$ cat config.mk
export PLATFORM = sky130hd
export DESIGN_NAME = cir_reg_w_ctrl
export DESIGN_NICKNAME = d
export VERILOG_FILES = /design/src/rtl/cir_w_ctrl_pkg.sv /design/src/rtl/cir_w_ctrl_cnt.sv /design/src/rtl/cir_reg_w_ctrl.sv
export SDC_FILE = /design/constraint.sdc
export NUM_CORES = 1
export LEC_CHECK = 0
export ABC_CLOCK_PERIOD_IN_PS = 3000
export CAP_MARGIN = 20
export CORE_ASPECT_RATIO = 0.8
export CORE_UTILIZATION = 43
export CTS_BUF_LIST = sky130_fd_sc_hd__clkbuf_8
export CTS_CLUSTER_SIZE = 14
export DETAILED_ROUTE_END_ITERATION = 12
export PLACE_DENSITY_LB_ADDON = 0.3
export SYNTH_ARGS = -nofsm -noshare
export SYNTH_HDL_FRONTEND = slang
export SYNTH_SLANG_ARGS = --single-unit
$ cat constraint.sdc
create_clock -name clk -period 3 [get_ports clk]
set_input_delay 0.45 -clock clk [delete_from_list [all_inputs] [get_ports clk]]
set_output_delay 0.45 -clock clk [all_outputs]
set_load 0.02 [all_outputs]
$ cat src/rtl/cir_w_ctrl_pkg.sv
// Shared types and width helpers for the circular weight register sequencer.
package cir_w_ctrl_pkg;

    localparam int unsigned K_H_DEF   = 3;
    localparam int unsigned K_W_DEF   = 3;
    localparam int unsigned WIN_W_DEF = 8;

    typedef enum logic [2:0] {
        ST_IDLE = 3'd0,
        ST_LOAD = 3'd1,
        ST_HOLD = 3'd2,
        ST_RUN  = 3'd3,
        ST_CLR  = 3'd4
    } cir_w_state_t;

    // Counter width for a modulo-n index; never narrower than one bit.
    function automatic int unsigned cnt_w(input int unsigned n);
        return (n > 1) ? $clog2(n) : 1;
    endfunction

    localparam int unsigned COL_W_DEF = cnt_w(K_W_DEF);

endpackage

$ cat src/rtl/cir_w_ctrl_cnt.sv
// Up-counter with synchronous clear, increment and a programmable terminal value.
// Incrementing at the terminal value wraps to zero.
module cir_w_ctrl_cnt #(
    parameter int unsigned W = 2
) (
    input  logic         clk,
    input  logic         rst,
    input  logic         clr,
    input  logic         inc,
    input  logic [W-1:0] last,
    output logic [W-1:0] cnt,
    output logic         tc
);

    assign tc = (cnt == last);

    always_ff @(posedge clk or posedge rst) begin
        if (rst) begin
            cnt <= '0;
        end else if (clr) begin
            cnt <= '0;
        end else if (inc) begin
            cnt <= tc ? '0 : cnt + W'(1);
        end
    end

endmodule

$ cat src/rtl/cir_reg_w_ctrl.sv
// Sequencer for a K_H x K_W circular weight register: loads columns, shifts windows, clears.
// Optional macro CIR_W_CTRL_STALL_EN adds a stall input that pauses LOAD and RUN.
module cir_reg_w_ctrl
    import cir_w_ctrl_pkg::*;
#(
    parameter int unsigned K_H   = K_H_DEF,
    parameter int unsigned K_W   = K_W_DEF,
    parameter int unsigned WIN_W = WIN_W_DEF
) (
    input  logic                    clk,
    input  logic                    rst,
`ifdef CIR_W_CTRL_STALL_EN
    input  logic                    stall,
`endif
    input  logic                    load_start,
    input  logic                    w_valid,
    output logic                    w_ready,
    input  logic [8*K_H-1:0]        w_data,
    output logic [8*K_H-1:0]        reg_in_data,
    output logic                    reg_load_en,
    output logic                    reg_shift,
    output logic                    reg_clear,
    input  logic                    start,
    input  logic [WIN_W-1:0]        num_windows,
    input  logic                    clear_req,
    output logic [cnt_w(K_W)-1:0]   col_idx,
    output logic                    win_done,
    output logic                    done,
    output logic                    loaded,
    output logic                    busy
);

    localparam int unsigned COL_W = cnt_w(K_W);

    cir_w_state_t     state;
    logic [WIN_W-1:0] nwin_lat;
    logic [WIN_W-1:0] win_cnt;
    logic [COL_W-1:0] ld_cnt;
    logic             ld_tc;
    logic             col_tc;
    logic             win_tc;
    logic             stall_int;
    logic             in_clr;

`ifdef CIR_W_CTRL_STALL_EN
    assign stall_int = stall;
`else
    assign stall_int = 1'b0;
`endif

    // Strobes decoded from the registered state; stall gates them in the same cycle.
    assign in_clr      = (state == ST_CLR);
    assign reg_in_data = w_data;
    assign w_ready     = (state == ST_LOAD) && !stall_int;
    assign reg_load_en = w_valid && w_ready;
    assign reg_shift   = (state == ST_RUN) && !stall_int;
    assign reg_clear   = in_clr;
    assign win_done    = reg_shift && col_tc;
    assign busy        = (state == ST_LOAD) || (state == ST_RUN) || in_clr;

    cir_w_ctrl_cnt #(.W(COL_W)) u_ld_cnt (
        .clk  (clk),
        .rst  (rst),
        .clr  (in_clr),
        .inc  (reg_load_en),
        .last (COL_W'(K_W - 1)),
        .cnt  (ld_cnt),
        .tc   (ld_tc)
    );

    cir_w_ctrl_cnt #(.W(COL_W)) u_col_cnt (
        .clk  (clk),
        .rst  (rst),
        .clr  (in_clr),
        .inc  (reg_shift),
        .last (COL_W'(K_W - 1)),
        .cnt  (col_idx),
        .tc   (col_tc)
    );

    // Terminal value is the last window of the latched run; wraps to 0 for the next run.
    cir_w_ctrl_cnt #(.W(WIN_W)) u_win_cnt (
        .clk  (clk),
        .rst  (rst),
        .clr  (in_clr),
        .inc  (win_done),
        .last (nwin_lat - WIN_W'(1)),
        .cnt  (win_cnt),
        .tc   (win_tc)
    );

    // Control FSM; clear_req overrides every other request.
    always_ff @(posedge clk or posedge rst) begin
        if (rst) begin
            state    <= ST_IDLE;
            loaded   <= 1'b0;
            done     <= 1'b0;
            nwin_lat <= '0;
        end else begin
            done <= 1'b0;
            if (in_clr) begin
                loaded <= 1'b0;
            end
            if (clear_req) begin
                state <= ST_CLR;
            end else begin
                case (state)
                    ST_IDLE: begin
                        if (load_start) begin
                            state <= ST_LOAD;
                        end
                    end
                    ST_HOLD: begin
                        if (load_start) begin
                            state  <= ST_LOAD;
                            loaded <= 1'b0;
                        end else if (start) begin
                            nwin_lat <= num_windows;
                            if (num_windows == '0) begin
                                done <= 1'b1;
                            end else begin
                                state <= ST_RUN;
                            end
                        end
                    end
                    ST_LOAD: begin
                        if (reg_load_en && ld_tc) begin
                            state  <= ST_HOLD;
                            loaded <= 1'b1;
                        end
                    end
                    ST_RUN: begin
                        if (win_done && win_tc) begin
                            state <= ST_HOLD;
                            done  <= 1'b1;
                        end
                    end
                    ST_CLR: begin
                        state <= ST_IDLE;
                    end
                    default: begin
                        state <= ST_IDLE;
                    end
                endcase
            end
        end
    end

endmodule

==> impl_metrics.yaml, run 1 <==
hold_path:
  worst_hold_class: "register to register"
  hold-path-cell-count: 1
floorplanning:
  ioPinCount: 72
  fp.dieArea_mm2: 0.00400
  fp-row-count: 19
  start_util_pct: 45.9
  die_width_um: 70.5
  placeableCoreArea_mm2: 0.00352
  die_height_um: 56.8
placed_design:
  place.detailed.hpwl_um: 2450
  placer_congestion_estimate: 0.834
  portBuffers: 23
timing:
  final.setup.tns_ns: 0
  layout_min_cycle_time_ns: 2.53
  period_utilization_post_route_pct: 84.2
  final.setup_skew_ns: 0.00295
  max_slew_margin_pct: 36.4
  fmaxAchievable_mhz: 396
  final_hold_viol_count: 0
  rsz0062_at_grt: "false"
  slew_violations: 0
  finalSetupViolCount: 0
  worst-slew-pin-transition_ns: 0.953
status:
  violated_checks: "DRC"
  status: "finished with violations"
clock_network:
  cts_tree: "built"
  cts-root-buf: "sky130_fd_sc_hd__clkbuf_8"
  clk_pin_slew_worst_paths_ns: 0.08
  cts-hold-fix-buffers: 0
  numClockSinks: 25
  cts-resized-gates: 0
  cts_post_setup_buffers_inserted: 0
  numCtsBuffers: 3
  cts.htree.levels: 1
  clock_insertion_delay_worst_skew_ns: 0.26
  clock_tree.buffer_depth: 2
synth:
  synthesis.area_per_instance_um2: 8.82
  synth_enable_flop_cells: 0
  synth_cell_type_count: 41
  synth_nets: 223
  synth.cell_area_mm2: 0.00161
  yosys.area.top_type_share_pct: 38.8
  post-synth-top-area-cell: "sky130_fd_sc_hd__dfrtp_1"
  synthArstFlopShare_pct: 100
  netlist_instances: 183
  postSynth.topFlopCell: "sky130_fd_sc_hd__dfrtp_1"
  synth.ff_latch_count: 25
  synth_sequential_area_ratio_pct: 38.8
  synth.top_cells.by_area: "sky130_fd_sc_hd__dfrtp_1 (39%), sky130_fd_sc_hd__buf_4 (12%), sky130_fd_sc_hd__nor2_1 (4.4%)"
  ys_warn_count: 0
grt:
  grt-ovfl-total: 0
  global_route_wire_length_before_repair_um: 5310
  antenna_found_initial: 0
  via_count_of_the_first_global_routing_pass: 1192
  total_global_routing_track_utilization_pct: 16.7
  maximum_number_of_pins_on_one_net_before_global_route_repair: 26
drt:
  drt_first_pass_iters: 8
  detail_route.wirelength_um: 3160
  drc: 10
  detailedRoute.firstIterationViolations: 124
  drtAntennaViolNets: 0
  detail_route.wl_per_cell_um: 14.2
  viasPerCell: 5.70
  vias: 1265
cells_and_area:
  drive_gt1_share_pct: 7.22
  area_delta_synth_final_pct: 7.44
  most_frequent_standard_cell_in_the_layout_excluding_fill_and_tap_cells: "sky130_fd_sc_hd__dfrtp_1"
  final_util_pct: 49.3
  finalNetCount: 221
  most_frequent_cells_in_the_layout: "sky130_fd_sc_hd__dfrtp_1 (25), sky130_fd_sc_hd__clkdlybuf4s50_1 (23), sky130_fd_sc_hd__nor2_1 (19)"
  antennaDiodeCount: 0
  num-fill-cells: 338
job:
  maxCapViolations: 0
worst_setup_path:
  startpoint_type: "register"
  cp_data_required_time_ns: 2.55
  worst-setup-path-type: "register to primary output"
  crit_path_end_kind: "primary output"
  arrival_time_reported_for_the_critical_path_endpoint_ns: 2.08
  reg2reg_depth: 8
  cp_max_fo: 10
pwr:
  leakagePower_nw: 0.756
  vdd.ir_drop.worst_mv: 0.240
  power.density_cell_area_mw_per_mm2: 343
[critical path, cell delays in order (launching register included)]
cell                              delay, ns
sky130_fd_sc_hd__dfrtp_1               0.51
sky130_fd_sc_hd__nand3b_1              0.18
sky130_fd_sc_hd__inv_1                 0.12
sky130_fd_sc_hd__nand3b_1              0.18
sky130_fd_sc_hd__inv_1                 0.20
sky130_fd_sc_hd__clkdlybuf4s50_1       0.63
[synthesized netlist by cell type (2+ instances only)]
master,number
sky130_fd_sc_hd__buf_4,25
sky130_fd_sc_hd__dfrtp_1,25
sky130_fd_sc_hd__nor2_1,19
sky130_fd_sc_hd__nand2_1,15
sky130_fd_sc_hd__o21ai_0,12
sky130_fd_sc_hd__inv_1,9
sky130_fd_sc_hd__nand3_1,8
sky130_fd_sc_hd__xnor2_1,8
sky130_fd_sc_hd__nor3_1,6
sky130_fd_sc_hd__xor2_1,6
sky130_fd_sc_hd__mux2_2,5
sky130_fd_sc_hd__clkbuf_1,4
sky130_fd_sc_hd__a21oi_1,3
sky130_fd_sc_hd__nand4_1,3
sky130_fd_sc_hd__nor4_1,3
sky130_fd_sc_hd__a31oi_1,2
sky130_fd_sc_hd__and3_1,2
sky130_fd_sc_hd__ha_1,2
sky130_fd_sc_hd__nand2b_1,2
sky130_fd_sc_hd__nand3b_1,2
sky130_fd_sc_hd__or4_1,2
[sequential cells by signal, indices dropped and copies added (netlist names)]
name	cells
nwin_lat	8
done	1
u_col_cnt.cnt	2
u_ld_cnt.cnt	2
state	3
u_win_cnt.cnt	8
loaded	1
[kinds of logic after synthesis]
kind of cell | Yosys count | share of synthesized area [%]
and+or+nand+nor | 66 | 20.3
xor gates and xnor gates | 14 | 7.60
AOI/OAI and AO/OA | 32 | 13.3
DFF | 25 | 38.8
buffers and inverters | 39 | 15.0
muxes | 5 | 3.49
adders and majority gates | 2 | 1.55
[report_power, final]
group          switching, mW  internal, mW
Combinational         0.0299        0.0274
Sequential           0.00484         0.340
Clock                  0.101        0.0915
[routing by layer]
layer | vias to the layer above | global-route usage [%] | routed length [um]
li1 | 610 | - | -
met1 | 609 | 23.2 | 1520
met2 | 42 | 25.9 | 1430
met3 | 4 | 5.39 | 207
met4 | 0 | 2.92 | 10
met5 | - | 0 | 0
[path summary, 6_finish.rpt]
kind / slack, ns / start / end
setup / recovery: 0.47 / state[0] / win_done
max in group asynchronous: 1.72 / rst / state[0]
min in group asynchronous: 0.70 / rst / loaded
setup reg to reg: 0.54 / nwin_lat[0] / u_win_cnt.cnt[5]
hold / removal: 0.55 / nwin_lat[7] / nwin_lat[7]
hold reg to reg: 0.55 / nwin_lat[7] / nwin_lat[7]
[layout make-up]
type,instances,area [um2],area share (%)
Sequential cell,25,626,36.1
Clock inverter,1,3.75,0.216
Timing Repair Buffer,23,230,13.3
Multi-Input combinational cell,119,747,43.1
Inverter,9,33.8,1.95
Tap cell,42,52.6,3.03
Clock buffer,3,41.3,2.38
[per-stage QoR]
stage	instances	hold WS (ns)	power (mW)	instance area, um2	setup WS (ns)
after floorplan	183	0.477	0.423	1610	0.757
after global placement	218	0.531	0.408	1690	0.646
after detailed placement	218	0.535	0.410	1690	0.576
after CTS	222	0.554	0.601	1730	0.467
after global routing	222	0.576	0.620	1730	0.308
final	222	0.547	0.595	1730	0.473
No activity file was read; power rests on OpenSTA's default activity.
==> run 2: changes to the inputs <==
--- a/config.mk
+++ b/config.mk
@@ -5,7 +5,7 @@
 export SDC_FILE = /design/constraint.sdc
 export NUM_CORES = 1
 export LEC_CHECK = 0
-export ABC_CLOCK_PERIOD_IN_PS = 3000
+export ABC_CLOCK_PERIOD_IN_PS = 2650
 export CAP_MARGIN = 20
 export CORE_ASPECT_RATIO = 0.8
 export CORE_UTILIZATION = 43
==> constraint.sdc (replaced) <==
create_clock -name clk -period 2.65 [get_ports clk]
set_input_delay 0.3975 -clock clk [delete_from_list [all_inputs] [get_ports clk]]
set_output_delay 0.3975 -clock clk [all_outputs]
set_load 0.02 [all_outputs]
==> run 2 against run 1 <==
Clock-buffer cell count did not move. The run still ends with DRC left. Critical path depth is 3 higher. Non-clock buffer count up 3. First-iteration DRC count down 41%. Largest cell class unchanged. Via count grew 2.5%. Final cell count increased by 1.4%. Register-to-register slack lost 0.33 ns. Wire length increased by 4.6%. Worst setup slack worse by 0.27 ns.
==> impl_metrics.yaml, run 2 (synthesis gave the netlist of run 1 again) <==
clock_network:
  cts.htree.levels: 1
  clock_tree.buffer_depth: 2
  cts-root-buf: "sky130_fd_sc_hd__clkbuf_8"
  cts_tree: "built"
  numCtsBuffers: 3
  clock_insertion_delay_worst_skew_ns: 0.27
  numClockSinks: 25
  clk_pin_slew_worst_paths_ns: 0.08
  cts-hold-fix-buffers: 0
timing:
  hold_slack_ns: 0.468
  worst-slew-pin-transition_ns: 0.436
  period_utilization_post_route_pct: 92.2
  slew_violations: 0
  layout_min_cycle_time_ns: 2.44
  finalSetupViolCount: 0
  final.setup_skew_ns: 0.00184
  final.setup.tns_ns: 0
  fmaxAchievable_mhz: 409
  rsz0062_at_grt: "false"
  max_slew_margin_pct: 70.7
  final_hold_viol_count: 0
cells_and_area:
  area_delta_synth_final_pct: 9.07
  antennaDiodeCount: 0
  most_frequent_standard_cell_in_the_layout_excluding_fill_and_tap_cells: "sky130_fd_sc_hd__dfrtp_1"
  stdcell_area_mm2: 0.00176
  drive_gt1_share_pct: 9.29
  largest_registers: "nwin_lat: 8 flops, u_win_cnt.cnt: 8 flops, state: 3 flops"
  final_cell_count_no_fill: 225
  most_frequent_cells_in_the_layout: "sky130_fd_sc_hd__dfrtp_1 (24), sky130_fd_sc_hd__clkdlybuf4s50_1 (22), sky130_fd_sc_hd__nor2_1 (19)"
  finalNetCount: 224
  num-fill-cells: 332
floorplanning:
  start_util_pct: 45.9
  die_height_um: 56.8
  die_width_um: 70.5
  placeableCoreArea_mm2: 0.00352
  fp.dieArea_mm2: 0.00400
  ioPinCount: 72
  fp-row-count: 19
worst_setup_path:
  cp_data_required_time_ns: 2.80
  arrival_time_reported_for_the_critical_path_endpoint_ns: 2.60
  cp_max_fo: 6
  crit_path_end_kind: "register"
  startpoint_type: "register"
  reg2reg_depth: 8
  worst-setup-path-type: "register to register"
placed_design:
  place.detailed.hpwl_um: 2490
  place.detailed.instances: 221
  portBuffers: 23
  placed_area_mm2: 0.00171
  placer_congestion_estimate: 0.845
drt:
  detailedRoute.firstIterationViolations: 73
  vias: 1297
  detail_route.wl_per_cell_um: 14.7
  drtAntennaViolNets: 0
  detail_route.wirelength_um: 3310
  viasPerCell: 5.76
  drt_first_pass_iters: 8
  drc: 10
pwr:
  leakagePower_nw: 0.789
  vdd.ir_drop.worst_mv: 0.288
  power.density_cell_area_mw_per_mm2: 384
status:
  status: "finished with violations"
  violated_checks: "DRC"
grt:
  maximum_number_of_pins_on_one_net_before_global_route_repair: 26
  grt-ovfl-total: 0
  antenna_found_initial: 0
  total_global_routing_track_utilization_pct: 16.7
  global_route_wire_length_before_repair_um: 5270
  via_count_of_the_first_global_routing_pass: 1185
job:
  maxCapViolations: 0
hold_path:
  worst_hold_class: "primary input to async pin"
==> run 2: per-stage QoR <==
stage	utilization [%]	setup WS (ns)	power, mW
detailed placement	48.6	0.226	0.465
global route	50.0	0.0297	0.701
CTS	49.9	0.133	0.686
finish	50.0	0.207	0.677
floorplan	-	0.407	0.479
global placement	48.6	0.291	0.463
==> run 2: final cells by class <==
| type | count | area (um2) | share of cell area, % |
|---|---|---|---|
| multi-input combinational | 119 | 747 | 42.4 |
| clock buffer | 3 | 41.3 | 2.35 |
| inverter | 9 | 33.8 | 1.92 |
| tap | 42 | 52.6 | 2.99 |
| sequential | 25 | 627 | 35.6 |
| clock inverter | 1 | 3.75 | 0.213 |
| timing repair buffer | 26 | 255 | 14.5 |
==> run 2: final timing paths <==
check,start,to,slack (ns)
setup / recovery,nwin_lat[0],u_win_cnt.cnt[5],0.21
hold / removal,rst,loaded,0.47
setup reg to reg,nwin_lat[0],u_win_cnt.cnt[5],0.21
hold reg to reg,u_col_cnt.cnt[0],u_col_cnt.cnt[1],0.56
max in group asynchronous,rst,state[0],1.92
min in group clk,u_col_cnt.cnt[0],u_col_cnt.cnt[1],0.56
==> run 2: power by group <==
group	switching (mW)	total, mW	internal, mW	leakage, nW
combinational	0.0347	0.0667	0.0320	0.438
sequential	0.00550	0.390	0.385	0.324
clock	0.116	0.219	0.104	0.0269
total	0.156	0.677	0.521	0.789
==> run 2: layer usage <==
metal | vias up | part of all wire, % | track usage (%)
met5 | - | 0 | 0
met4 | 0 | 1.1 | 4.66
met3 | 6 | 7.6 | 5.21
met2 | 59 | 45 | 25.0
met1 | 621 | 46 | 23.2
li1 | 611 | - | -
==> run 2: worst max-delay path, stage by stage (launching register included) <==
cell and delay [ns]:
sky130_fd_sc_hd__dfrtp_1 0.42, sky130_fd_sc_hd__inv_1 0.09, sky130_fd_sc_hd__ha_1 0.24, sky130_fd_sc_hd__or4b_4 0.50, sky130_fd_sc_hd__or3_1 0.34, sky130_fd_sc_hd__a211oi_2 0.24, sky130_fd_sc_hd__o21ai_1 0.14, sky130_fd_sc_hd__o21ai_2 0.27
sky130_fd_sc_hd__nor2_1 0.09
==> run 2: timing repair <==
item | 4_1_cts | 5_1_grt
hold endpoints to repair | 0 | 0
endpoints found under the setup margin | 0 | 1
setup buffers | 0 | 0
resized for setup | 0 | 2
==> run 3: changes to the inputs <==
--- a/config.mk
+++ b/config.mk
@@ -12,7 +12,7 @@
 export CTS_BUF_LIST = sky130_fd_sc_hd__clkbuf_8
 export CTS_CLUSTER_SIZE = 14
 export DETAILED_ROUTE_END_ITERATION = 12
-export PLACE_DENSITY_LB_ADDON = 0.3
+export PLACE_DENSITY = 0.79
 export SYNTH_ARGS = -nofsm -noshare
 export SYNTH_HDL_FRONTEND = slang
 export SYNTH_SLANG_ARGS = --single-unit
==> run 3 against run 2 <==
The flow still finishes with violations (DRC). Sequential cell count unchanged. Utilization is 0.28 points lower. Final cell count fell by 0.44%. Combinational power is 2% lower. Critical path depth fell by 3. Largest power group unchanged. Register-to-register slack is essentially flat. Non-clock buffer count is 1 lower. Die area is the same. Clock skew grew 0.0041 ns. Global-route usage increased by 0.14 points. Fmax is 1.8% lower. First-iteration DRC count fell by 1.4%.
==> impl_metrics.yaml, run 3 (synthesis gave the netlist of run 1 again) <==
worst_setup_path:
  startpoint_type: "register"
  cp_cell_sequence: "nand3b_1 -> inv_1 -> nand3b_1 -> inv_2 -> clkdlybuf4s50_1"
  crit_path_end_kind: "primary output"
  arrival_time_reported_for_the_critical_path_endpoint_ns: 2.09
  critPathMaxStageDelay_ns: 0.62
  setup.reg_to_reg.worst_slack_ns: 0.20
  worst-setup-path-type: "register to primary output"
  cp_data_required_time_ns: 2.25
  path_common_cell: "sky130_fd_sc_hd__nand3b_1"
  worst_path_dominant_cell_family: "buffers and inverters"
  cp_max_fo: 8
  cp.buffers_inverters: 3
  cp_slowest_cell: "sky130_fd_sc_hd__clkdlybuf4s50_1"
grt:
  grt-ovfl-total: 0
  maximum_number_of_pins_on_one_net_before_global_route_repair: 26
  via_count_of_the_first_global_routing_pass: 1211
  antenna_found_initial: 0
  global_route_wire_length_before_repair_um: 5370
  total_global_routing_track_utilization_pct: 16.8
clock_network:
  numClockSinks: 25
  numCtsBuffers: 3
  cts.htree.levels: 1
  cts_tree: "built"
  cts-root-buf: "sky130_fd_sc_hd__clkbuf_8"
  clk_pin_slew_worst_paths_ns: 0.09
  cts-hold-fix-buffers: 0
  clock_insertion_delay_worst_skew_ns: 0.27
  clock_tree.buffer_depth: 2
timing:
  period_utilization_post_route_pct: 93.9
  max_slew_margin_pct: 72.5
  rsz0062_at_grt: "false"
  finalSetupViolCount: 0
  slew_violations: 0
  worst-slew-pin-transition_ns: 0.410
  layout_min_cycle_time_ns: 2.49
  final.setup_skew_ns: 0.00590
  fmaxAchievable_mhz: 402
  final.setup.tns_ns: 0
  final_hold_viol_count: 0
pwr:
  switching_share_pct: 23.3
  leakagePower_nw: 0.763
  clock_power_share_pct: 33.0
  power_switching_uw: 158
  p_seq_share_pct: 57.4
  cellInternalPower_uw: 522
  power.density_cell_area_mw_per_mm2: 389
  vdd.ir_drop.worst_mv: 0.215
  share_comb_of_total_power_pct: 9.6
floorplanning:
  fp.dieArea_mm2: 0.00400
  die_height_um: 56.8
  start_util_pct: 45.9
  ioPinCount: 72
  placeableCoreArea_mm2: 0.00352
  die_width_um: 70.5
  fp-row-count: 19
placed_design:
  placer_congestion_estimate: 0.848
  placed_area_mm2: 0.00170
  place.detailed.hpwl_um: 2290
  portBuffers: 23
cells_and_area:
  area_delta_synth_final_pct: 8.45
  multi_input_area_um2: 747
  num-fill-cells: 335
  antennaDiodeCount: 0
  most_frequent_standard_cell_in_the_layout_excluding_fill_and_tap_cells: "sky130_fd_sc_hd__dfrtp_1"
  stdcell_area_mm2: 0.00175
  largest_registers: "nwin_lat: 8 flops, u_win_cnt.cnt: 8 flops, state: 3 flops"
  finalNetCount: 223
  seq_area_um2: 626
  drive_gt1_share_pct: 9.34
  most_frequent_cells_in_the_layout: "sky130_fd_sc_hd__dfrtp_1 (25), sky130_fd_sc_hd__clkdlybuf4s50_1 (23), sky130_fd_sc_hd__nor2_1 (19)"
drt:
  drtAntennaViolNets: 0
  detail_route.wirelength_um: 3060
  detail_route.wl_per_cell_um: 13.6
  drc: 6
  viasPerCell: 5.48
  detailedRoute.firstIterationViolations: 72
  vias: 1228
  drt_first_pass_iters: 8
status:
  violated_checks: "DRC"
  status: "finished with violations"
job:
  maxCapViolations: 0
hold_path:
  worst_hold_class: "primary input to async pin"
-- run 3: changes by cell type in the layout (fill, tap and decap cells not counted), sizes merged --
cell / change
buf: -1
clkdlybuf4s50: +1
clkinv: +1
dlymetal6s2s: -1
inv: -1
-- run 3: area by class of cell --
| class | count | share of cell area, % |
|---|---|---|
| Multi-Input combinational cell | 119 | 42.7 |
| Sequential cell | 25 | 35.7 |
| Timing Repair Buffer | 25 | 14.0 |
| Tap cell | 42 | 3.00 |
| Clock buffer | 3 | 2.36 |
| Inverter | 9 | 1.93 |
| Clock inverter | 1 | 0.286 |
-- run 3: layer usage --
metal  global-route usage [%]  part of all wire, %
met3                     4.67                  5.2
met2                     25.5                   44
met1                     23.9                   51
met5                        0                    0
met4                     3.79                 0.33
-- run 3: repair_timing --
| item | CTS | global route |
|---|---|---|
| endpoints found under the hold margin | 0 | 0 |
| resized for setup | 0 | 1 |
| endpoints found under the setup margin | 0 | 1 |
| buffers inserted | 0 | 0 |
-- run 3: through the flow --
stage          total power [mW]  setup WS, ns  std cells  util (%)  hold WS, ns
5_1_grt                   0.719        0.0109        224      49.8        0.509
3_5_place_dp              0.464         0.220        220      48.4        0.525
3_3_place_gp              0.464         0.273        220      48.4        0.527
2_1_floorplan             0.479         0.407        183         -        0.425
6_report                  0.680         0.161        224      49.8        0.464
4_1_cts                   0.692         0.115        224      49.8        0.471
-- run 3: worst paths after layout --
check / from / end / depth (start not counted)
min in group clk: nwin_lat[7] / nwin_lat[7] / 1
max in group asynchronous: rst / u_win_cnt.cnt[4] / 3
worst max register to register: nwin_lat[0] / u_win_cnt.cnt[5] / 8
worst max-delay path: state[2] / win_done / 5
worst min-delay path: rst / state[0] / 3
worst min register to register: nwin_lat[7] / nwin_lat[7] / 1
-- run 3: worst register-to-register path, cell delays in order (launching register included) --
cell,delay [ns]
sky130_fd_sc_hd__dfrtp_1,0.43
sky130_fd_sc_hd__inv_1,0.10
sky130_fd_sc_hd__ha_1,0.25
sky130_fd_sc_hd__or4b_4,0.50
sky130_fd_sc_hd__or3_1,0.33
sky130_fd_sc_hd__a211oi_2,0.25
sky130_fd_sc_hd__o21ai_1,0.13
sky130_fd_sc_hd__o21ai_2,0.25
sky130_fd_sc_hd__nor2_1,0.09
-- run 3: power by group through the flow --
| stage | Combinational, mW | Clock (mW) | Sequential [mW] |
|---|---|---|---|
| after global placement | 0.0657 | 0 | 0.398 |
| after detailed placement | 0.0663 | 0 | 0.398 |
| after global routing | 0.0727 | 0.255 | 0.392 |
| final | 0.0651 | 0.225 | 0.390 |
| after floorplan | 0.0830 | 0 | 0.396 |
| after CTS | 0.0663 | 0.235 | 0.390 |
